### config.mk
export PLATFORM = sky130hd
export DESIGN_NAME = pq_sorted_array
export DESIGN_NICKNAME = d
export VERILOG_FILES = /design/src/rtl/pq_pkg.sv /design/src/rtl/pq_cell.sv /design/src/rtl/pq_sorted_array.sv
export SDC_FILE = /design/constraint.sdc
export NUM_CORES = 2
export LEC_CHECK = 0
export CAP_MARGIN = 20
export CORE_ASPECT_RATIO = 1.1
export CORE_MARGIN = 10
export CORE_UTILIZATION = 45
export DETAILED_ROUTE_END_ITERATION = 8
export PLACE_DENSITY = 0.65
export RECOVER_POWER = 50
export SYNTH_ARGS = -nofsm -noshare
export SYNTH_HDL_FRONTEND = slang
export SYNTH_SLANG_ARGS = --single-unit
### constraint.sdc
create_clock -name clk_i -period 11.3 [get_ports clk_i]
set_input_delay 2.26 -clock clk_i [delete_from_list [all_inputs] [get_ports clk_i]]
set_output_delay 2.26 -clock clk_i [all_outputs]
set_load 0.05 [all_outputs]
### src/rtl/pq_pkg.sv
// Shared ordering helper and sizing constants for the sorted-array priority queue.
// Keys up to PQ_KEY_MAX_W bits are compared; narrower keys are zero-extended first.
package pq_pkg;

  localparam bit PQ_ORDER_MIN_DEF = 1'b1;
  localparam int PQ_KEY_MAX_W     = 64;

  // Strict compare: equal keys are never "higher", which gives FIFO order on ties.
  function automatic logic higher_prio(input logic [PQ_KEY_MAX_W-1:0] a,
                                       input logic [PQ_KEY_MAX_W-1:0] b,
                                       input logic                    order_min);
    return order_min ? (a < b) : (a > b);
  endfunction

  function automatic int cnt_width(input int depth);
    return $clog2(depth + 1);
  endfunction

endpackage

### src/rtl/pq_cell.sv
// One storage slot of the sorted array: holds, shifts down, shifts up or loads the new cell.
// Latency: next state registered on clk_i; no combinational path from inputs to cell_dat.
// Backpressure: none here; the top decides which single operation is active each cycle.
module pq_cell #(
  parameter type cell_t = logic [7:0],
  parameter bit  HEAD   = 1'b0
) (
  input  logic  clk_i,
  input  logic  rst_ni,
  input  logic  push_only,
  input  logic  push_pop,
  input  logic  pop_only,
  input  logic  rm_shift,
  input  logic  b_above,
  input  logic  b_self,
  input  logic  b_below,
  input  cell_t above_dat,
  input  logic  above_vld,
  input  cell_t below_dat,
  input  logic  below_vld,
  input  cell_t new_dat,
  output cell_t cell_dat,
  output logic  cell_vld
);

  cell_t nxt_dat;
  logic  nxt_vld;

  // b_* flag: the new cell belongs at or before that index in the current order.
  always_comb begin
    nxt_dat = cell_dat;
    nxt_vld = cell_vld;
    if (push_only) begin
      if (b_above) begin
        nxt_dat = above_dat;
        nxt_vld = above_vld;
      end else if (b_self) begin
        nxt_dat = new_dat;
        nxt_vld = 1'b1;
      end
    end else if (push_pop) begin
      // Head leaves, so every index is judged against the array shifted up by one.
      if (b_self && !HEAD) begin
        nxt_dat = cell_dat;
        nxt_vld = cell_vld;
      end else if (b_below) begin
        nxt_dat = new_dat;
        nxt_vld = 1'b1;
      end else begin
        nxt_dat = below_dat;
        nxt_vld = below_vld;
      end
    end else if (pop_only || rm_shift) begin
      nxt_dat = below_dat;
      nxt_vld = below_vld;
    end
  end

  always_ff @(posedge clk_i) begin
    if (!rst_ni) begin
      cell_dat <= '0;
      cell_vld <= 1'b0;
    end else begin
      cell_dat <= nxt_dat;
      cell_vld <= nxt_vld;
    end
  end

endmodule

### src/rtl/pq_sorted_array.sv
// Register-array priority queue, sorted every cycle; optional remove-by-id under PQ_REMOVE_EN.
// Latency: head is a direct register peek; push/pop/remove effects visible the next cycle.
// Backpressure: none; push when full (no pop) is dropped with overflow_o, pop on empty flags underflow_o.
module pq_sorted_array
  import pq_pkg::*;
#(
  parameter  int QUEUE_DEPTH = 8,
  parameter  int TIME_WIDTH  = 32,
  parameter  bit ORDER_MIN   = PQ_ORDER_MIN_DEF,
  localparam int ID_WIDTH    = $clog2(QUEUE_DEPTH) + 1,
  localparam int CNT_WIDTH   = cnt_width(QUEUE_DEPTH)
) (
  input  logic                  clk_i,
  input  logic                  rst_ni,
  input  logic                  push_i,
  input  logic [TIME_WIDTH-1:0] push_data_i,
  input  logic [ID_WIDTH-1:0]   push_id_i,
  input  logic                  pop_i,
  output logic                  head_valid_o,
  output logic [TIME_WIDTH-1:0] head_data_o,
  output logic [ID_WIDTH-1:0]   head_id_o,
  output logic [CNT_WIDTH-1:0]  cnt_o,
  output logic                  full_o,
  output logic                  empty_o,
  output logic                  overflow_o,
  output logic                  underflow_o
`ifdef PQ_REMOVE_EN
  ,
  input  logic                  remove_i,
  input  logic [ID_WIDTH-1:0]   remove_id_i,
  output logic                  remove_hit_o
`endif
);

  typedef struct packed {
    logic [TIME_WIDTH-1:0] data;
    logic [ID_WIDTH-1:0]   id;
  } cell_t;

  cell_t                  cells [QUEUE_DEPTH];
  cell_t                  new_cell;
  logic [QUEUE_DEPTH-1:0] vld, ins_at, rm_shift;
  logic [CNT_WIDTH-1:0]   cnt;
  logic full, empty, push_ok, pop_ok, push_only, push_pop, pop_only, rm_hit;

  assign new_cell  = '{data: push_data_i, id: push_id_i};
  assign full      = (cnt == CNT_WIDTH'(QUEUE_DEPTH));
  assign empty     = (cnt == '0);
  assign push_ok   = push_i && (!full || pop_i);
  assign pop_ok    = pop_i && !empty;
  assign push_only = push_ok && !pop_ok;
  assign push_pop  = push_ok && pop_ok;
  assign pop_only  = pop_ok && !push_ok;

  // Monotonic over the index because valid cells are contiguous and sorted.
  always_comb begin
    ins_at = '0;
    for (int i = 0; i < QUEUE_DEPTH; i++)
      ins_at[i] = !vld[i] || higher_prio(PQ_KEY_MAX_W'(push_data_i),
                                         PQ_KEY_MAX_W'(cells[i].data), ORDER_MIN);
  end

`ifdef PQ_REMOVE_EN
  logic                   rm_act;
  logic [QUEUE_DEPTH-1:0] rm_match;

  assign rm_act = remove_i && !push_i && !pop_i;

  // Everything from the first matching index downward shifts up by one.
  always_comb begin
    rm_match = '0;
    rm_shift = '0;
    for (int i = 0; i < QUEUE_DEPTH; i++)
      rm_match[i] = vld[i] && (cells[i].id == remove_id_i);
    rm_shift[0] = rm_act && rm_match[0];
    for (int i = 1; i < QUEUE_DEPTH; i++)
      rm_shift[i] = rm_shift[i-1] || (rm_act && rm_match[i]);
  end

  assign rm_hit = rm_act && (|rm_match);

  always_ff @(posedge clk_i) begin
    if (!rst_ni) remove_hit_o <= 1'b0;
    else         remove_hit_o <= rm_hit;
  end
`else
  assign rm_shift = '0;
  assign rm_hit   = 1'b0;
`endif

  for (genvar i = 0; i < QUEUE_DEPTH; i++) begin : g_cell
    cell_t above_dat, below_dat;
    logic  above_vld, below_vld, b_above, b_below;

    if (i == 0) begin : g_first
      assign above_dat = '0;
      assign above_vld = 1'b0;
      assign b_above   = 1'b0;
    end else begin : g_inner_a
      assign above_dat = cells[i-1];
      assign above_vld = vld[i-1];
      assign b_above   = ins_at[i-1];
    end

    if (i == QUEUE_DEPTH - 1) begin : g_last
      assign below_dat = '0;
      assign below_vld = 1'b0;
      assign b_below   = 1'b1;
    end else begin : g_inner_b
      assign below_dat = cells[i+1];
      assign below_vld = vld[i+1];
      assign b_below   = ins_at[i+1];
    end

    pq_cell #(.cell_t(cell_t), .HEAD(i == 0)) u_cell (
      .clk_i    (clk_i),
      .rst_ni   (rst_ni),
      .push_only(push_only),
      .push_pop (push_pop),
      .pop_only (pop_only),
      .rm_shift (rm_shift[i]),
      .b_above  (b_above),
      .b_self   (ins_at[i]),
      .b_below  (b_below),
      .above_dat(above_dat),
      .above_vld(above_vld),
      .below_dat(below_dat),
      .below_vld(below_vld),
      .new_dat  (new_cell),
      .cell_dat (cells[i]),
      .cell_vld (vld[i])
    );
  end

  always_ff @(posedge clk_i) begin
    if (!rst_ni) begin
      cnt         <= '0;
      overflow_o  <= 1'b0;
      underflow_o <= 1'b0;
    end else begin
      if (push_only)               cnt <= cnt + 1'b1;
      else if (pop_only || rm_hit) cnt <= cnt - 1'b1;
      overflow_o  <= push_i && full && !pop_i;
      underflow_o <= pop_i && empty;
    end
  end

  assign head_valid_o = vld[0];
  assign head_data_o  = cells[0].data;
  assign head_id_o    = cells[0].id;
  assign cnt_o        = cnt;
  assign full_o       = full;
  assign empty_o      = empty;

endmodule
==> summary.json <==
{
  "outcome": {
    "outcome": "finished with violations",
    "failing_checks": "capacitance limit, slew limit"
  },
  "synth": {
    "post-synth-top-area-cell": "sky130_fd_sc_hd__dfxtp_1",
    "mappedNetlistNets": 3638,
    "synth_most_common_cell": "sky130_fd_sc_hd__a21oi_1",
    "synth_seq_area_share_pct": 24.0,
    "synth-edff-count": 0,
    "synthDistinctLibCells": 73,
    "postSynth.topFlopCell": "sky130_fd_sc_hd__dfxtp_1",
    "yosysWarnings": 0,
    "postSynthAreaPerCell_um2": 7.52,
    "synthCells": 3343,
    "synthTopCellsByArea": "sky130_fd_sc_hd__dfxtp_1, sky130_fd_sc_hd__ha_1, sky130_fd_sc_hd__a21oi_1",
    "synth-async-reset-ratio_pct": 0,
    "postSynthRegisterBits": 302,
    "synth_top_cell_area_share_pct": 24.0,
    "yosys-top-cells-count": "sky130_fd_sc_hd__a21oi_1, sky130_fd_sc_hd__o21ai_0, sky130_fd_sc_hd__dfxtp_1",
    "post_synth_instance_area_mm2": 0.0251
  },
  "cells_and_area": {
    "final_cell_area_mm2": 0.0277,
    "diodes": 0,
    "final_core_util_pct": 50.3,
    "fillCellCount": 5380,
    "area_growth_syn_to_layout_pct": 10.2,
    "nNetsFinal": 3540,
    "layout.cells.non_filler": 4005,
    "final_layout_size_suffix_gt1_share_pct": 7.34
  },
  "drt": {
    "drt_first_iter_violations": 2917,
    "vias": 27100,
    "route.final.wire_length_mm": 92.2,
    "vias_per_cell": 6.77,
    "antenna_viol_nets_final": 0,
    "routed_wire_length_per_instance_um": 23.0,
    "drtPass1Iterations": 8,
    "remaining_drc_errors": 0
  },
  "grt": {
    "largest_net_degree_at_the_start_of_global_routing": 97,
    "initial_antenna_violation_count": 0,
    "grt_pass1_wl_mm": 145,
    "globalRouteOverflowTotal": 0,
    "grt_pass1_vias": 26200,
    "groute.usage.overall_pct": 26.8
  },
  "hold_path": {
    "worst_hold_start": "g_cell[2].u_cell.cell_dat[28]",
    "holdCritPathClass": "reg2reg"
  },
  "setup_path": {
    "crit_path_max_fanout": 65,
    "critical_path.startpoint": "push_data_i[9]",
    "rrSetupSlack_ps": 5070,
    "timing.critical_path.required_ps": 11800,
    "crit_path_end_kind": "register",
    "critical_path.slowest_cell": "sky130_fd_sc_hd__o21ai_0",
    "worst_path_largest_cell_delay_ps": 2140,
    "path_class": "in2reg",
    "cp_data_arrival_time_ps": 9190,
    "setup.worst_path.end": "g_cell[3].u_cell.cell_dat[5]",
    "r2r-end": "g_cell[3].u_cell.cell_dat[5]",
    "setup.worst_path.start_class": "input port",
    "worstReg2RegStart": "g_cell[3].u_cell.cell_dat[35]",
    "timing.reg2reg.worst_path_depth": 11,
    "critical_path.cell_chain": "dlygate4sd3_1, clkbuf_1, ha_1, a21oi_1, o21ai_0, a31oi_1, o211ai_1, o21ai_0, buf_4, or4_1, o221ai_1, a21oi_1"
  },
  "timing": {
    "rsz0062_at_grt": "false",
    "slew_headroom_pct": -97.2,
    "slew_viol_final": 301,
    "layout_min_cycle_time_ps": 8690,
    "report.final.setup_viol": 0,
    "final_worst_setup_slack_ps": 2610,
    "finalCritPeriodShare_pct": 76.9,
    "clock-skew-final_ps": 13.3,
    "max_freq_mhz": 115,
    "worst-slew-pin-transition_ps": 2960,
    "tns_ps": 0,
    "timing_hold_violations_final": 0,
    "whs_ps": 487
  },
  "clock_network": {
    "insertion_delay_ps": 580,
    "ctsRootBufferMaster": "sky130_fd_sc_hd__clkbuf_16",
    "cts-root-to-sink-buffers": 3,
    "cts_max_level": 2,
    "worst_setup_hold_path_clk_slew_ps": 60,
    "cts.repair.resized": 0,
    "post_cts.repair.setup_buffers": 0,
    "clkSinkCount": 302,
    "cts_inserted_buffers": 39,
    "cts_tree": "yes",
    "hold_buf_count_cts": 0
  },
  "placement": {
    "port_buffers": 84,
    "post_dp_cell_area_mm2": 0.0264,
    "hpwl_mm": 61.9,
    "detailedPlace.worstSlack_ps": 4300,
    "globalplace.congestion": 0.890,
    "dpl.cell_count": 3937
  },
  "die": {
    "ioPinCount": 85,
    "die_footprint_mm2": 0.0657,
    "rows": 90,
    "core_area_mm2": 0.0551,
    "start_util_pct": 45.7,
    "die_height_um": 268,
    "die-width_um": 245
  },
  "power": {
    "pwr_density_cell_mw_per_mm2": 258,
    "irDropWorstVdd_v": 0.000191,
    "leakage_power_of_the_design_nw": 10.5,
    "power.total_mw": 7.14
  },
  "flow_run": {
    "maxcap_viol_count": 6
  }
}
-- how the worst min path moves through the flow --
stage / to / slack, ps / depth (start not counted)
floorplan: g_cell[2].u_cell.cell_dat[25] / 450 / 1
global placement: g_cell[2].u_cell.cell_dat[25] / 470 / 1
detailed placement: g_cell[2].u_cell.cell_dat[26] / 480 / 1
CTS: g_cell[2].u_cell.cell_dat[26] / 490 / 1
global route: g_cell[2].u_cell.cell_dat[26] / 500 / 1
finish: g_cell[2].u_cell.cell_dat[28] / 490 / 1
-- cells by family after synthesis --
family	share of synthesized area, %
DFF	24.0
buffers and inverters	9.14
AOI/OAI and AO/OA	35.3
and+or+nand+nor	12.8
muxes	5.86
xor gates and xnor gates	0.139
adders and majority gates	12.7
-- cell usage in the layout, fill, tap and decap left out, types with 32 or more instances in the layout --
| master | n |
|---|---|
| sky130_fd_sc_hd__a211oi_1 | 41 |
| sky130_fd_sc_hd__a21o_1 | 46 |
| sky130_fd_sc_hd__a21oi_1 | 352 |
| sky130_fd_sc_hd__a221o_1 | 55 |
| sky130_fd_sc_hd__a31o_2 | 34 |
| sky130_fd_sc_hd__a31oi_1 | 44 |
| sky130_fd_sc_hd__buf_4 | 69 |
| sky130_fd_sc_hd__clkbuf_16 | 41 |
| sky130_fd_sc_hd__clkdlybuf4s50_1 | 35 |
| sky130_fd_sc_hd__dfxtp_1 | 302 |
| sky130_fd_sc_hd__dlygate4sd3_1 | 48 |
| sky130_fd_sc_hd__ha_1 | 253 |
| sky130_fd_sc_hd__inv_1 | 269 |
| sky130_fd_sc_hd__mux2_2 | 33 |
| sky130_fd_sc_hd__mux2i_1 | 109 |
| sky130_fd_sc_hd__nand2_1 | 218 |
| sky130_fd_sc_hd__nand3_1 | 103 |
| sky130_fd_sc_hd__nand4_1 | 32 |
| sky130_fd_sc_hd__nor2_1 | 175 |
| sky130_fd_sc_hd__o21ai_0 | 353 |
| sky130_fd_sc_hd__o221ai_1 | 121 |
| sky130_fd_sc_hd__o22ai_1 | 155 |
-- sequential cells by signal, indices dropped and copies added, names as in the netlist --
| name | count |
|---|---|
| g_cell.u_cell.cell_dat | 288 |
| g_cell.u_cell.cell_vld | 8 |
| cnt_o | 4 |
| overflow_o | 1 |
| underflow_o | 1 |
-- per-layer routing --
layer,global-route usage (%),wire length (um)
met5,0,0
met4,11.2,3560
met3,3.80,6980
met2,45.3,44000
met1,33.5,37700
-- critical path: cells and delay by family --
family	cells	cell delay [ps]
and+or+nand+nor	1	770
buffers and inverters	3	2420
adders and majority gates	1	420
AOI/OAI and AO/OA	7	3260
-- layout make-up --
cell class / instances / area [um^2] / share of cell area (%)
Inverter: 270 / 1010 / 3.66
Multi-Input combinational cell: 2467 / 16900 / 61.1
Clock buffer: 56 / 1160 / 4.20
Tap cell: 736 / 921 / 3.32
Timing Repair Buffer: 165 / 1540 / 5.56
Sequential cell: 302 / 6050 / 21.8
Clock inverter: 9 / 97.6 / 0.352
-- power breakdown --
part           switching [mW]  internal, mW
combinational            2.44          1.39
sequential              0.546          1.49
clock                   0.522         0.755
Note: power is estimated with default switching activity, not from simulation.
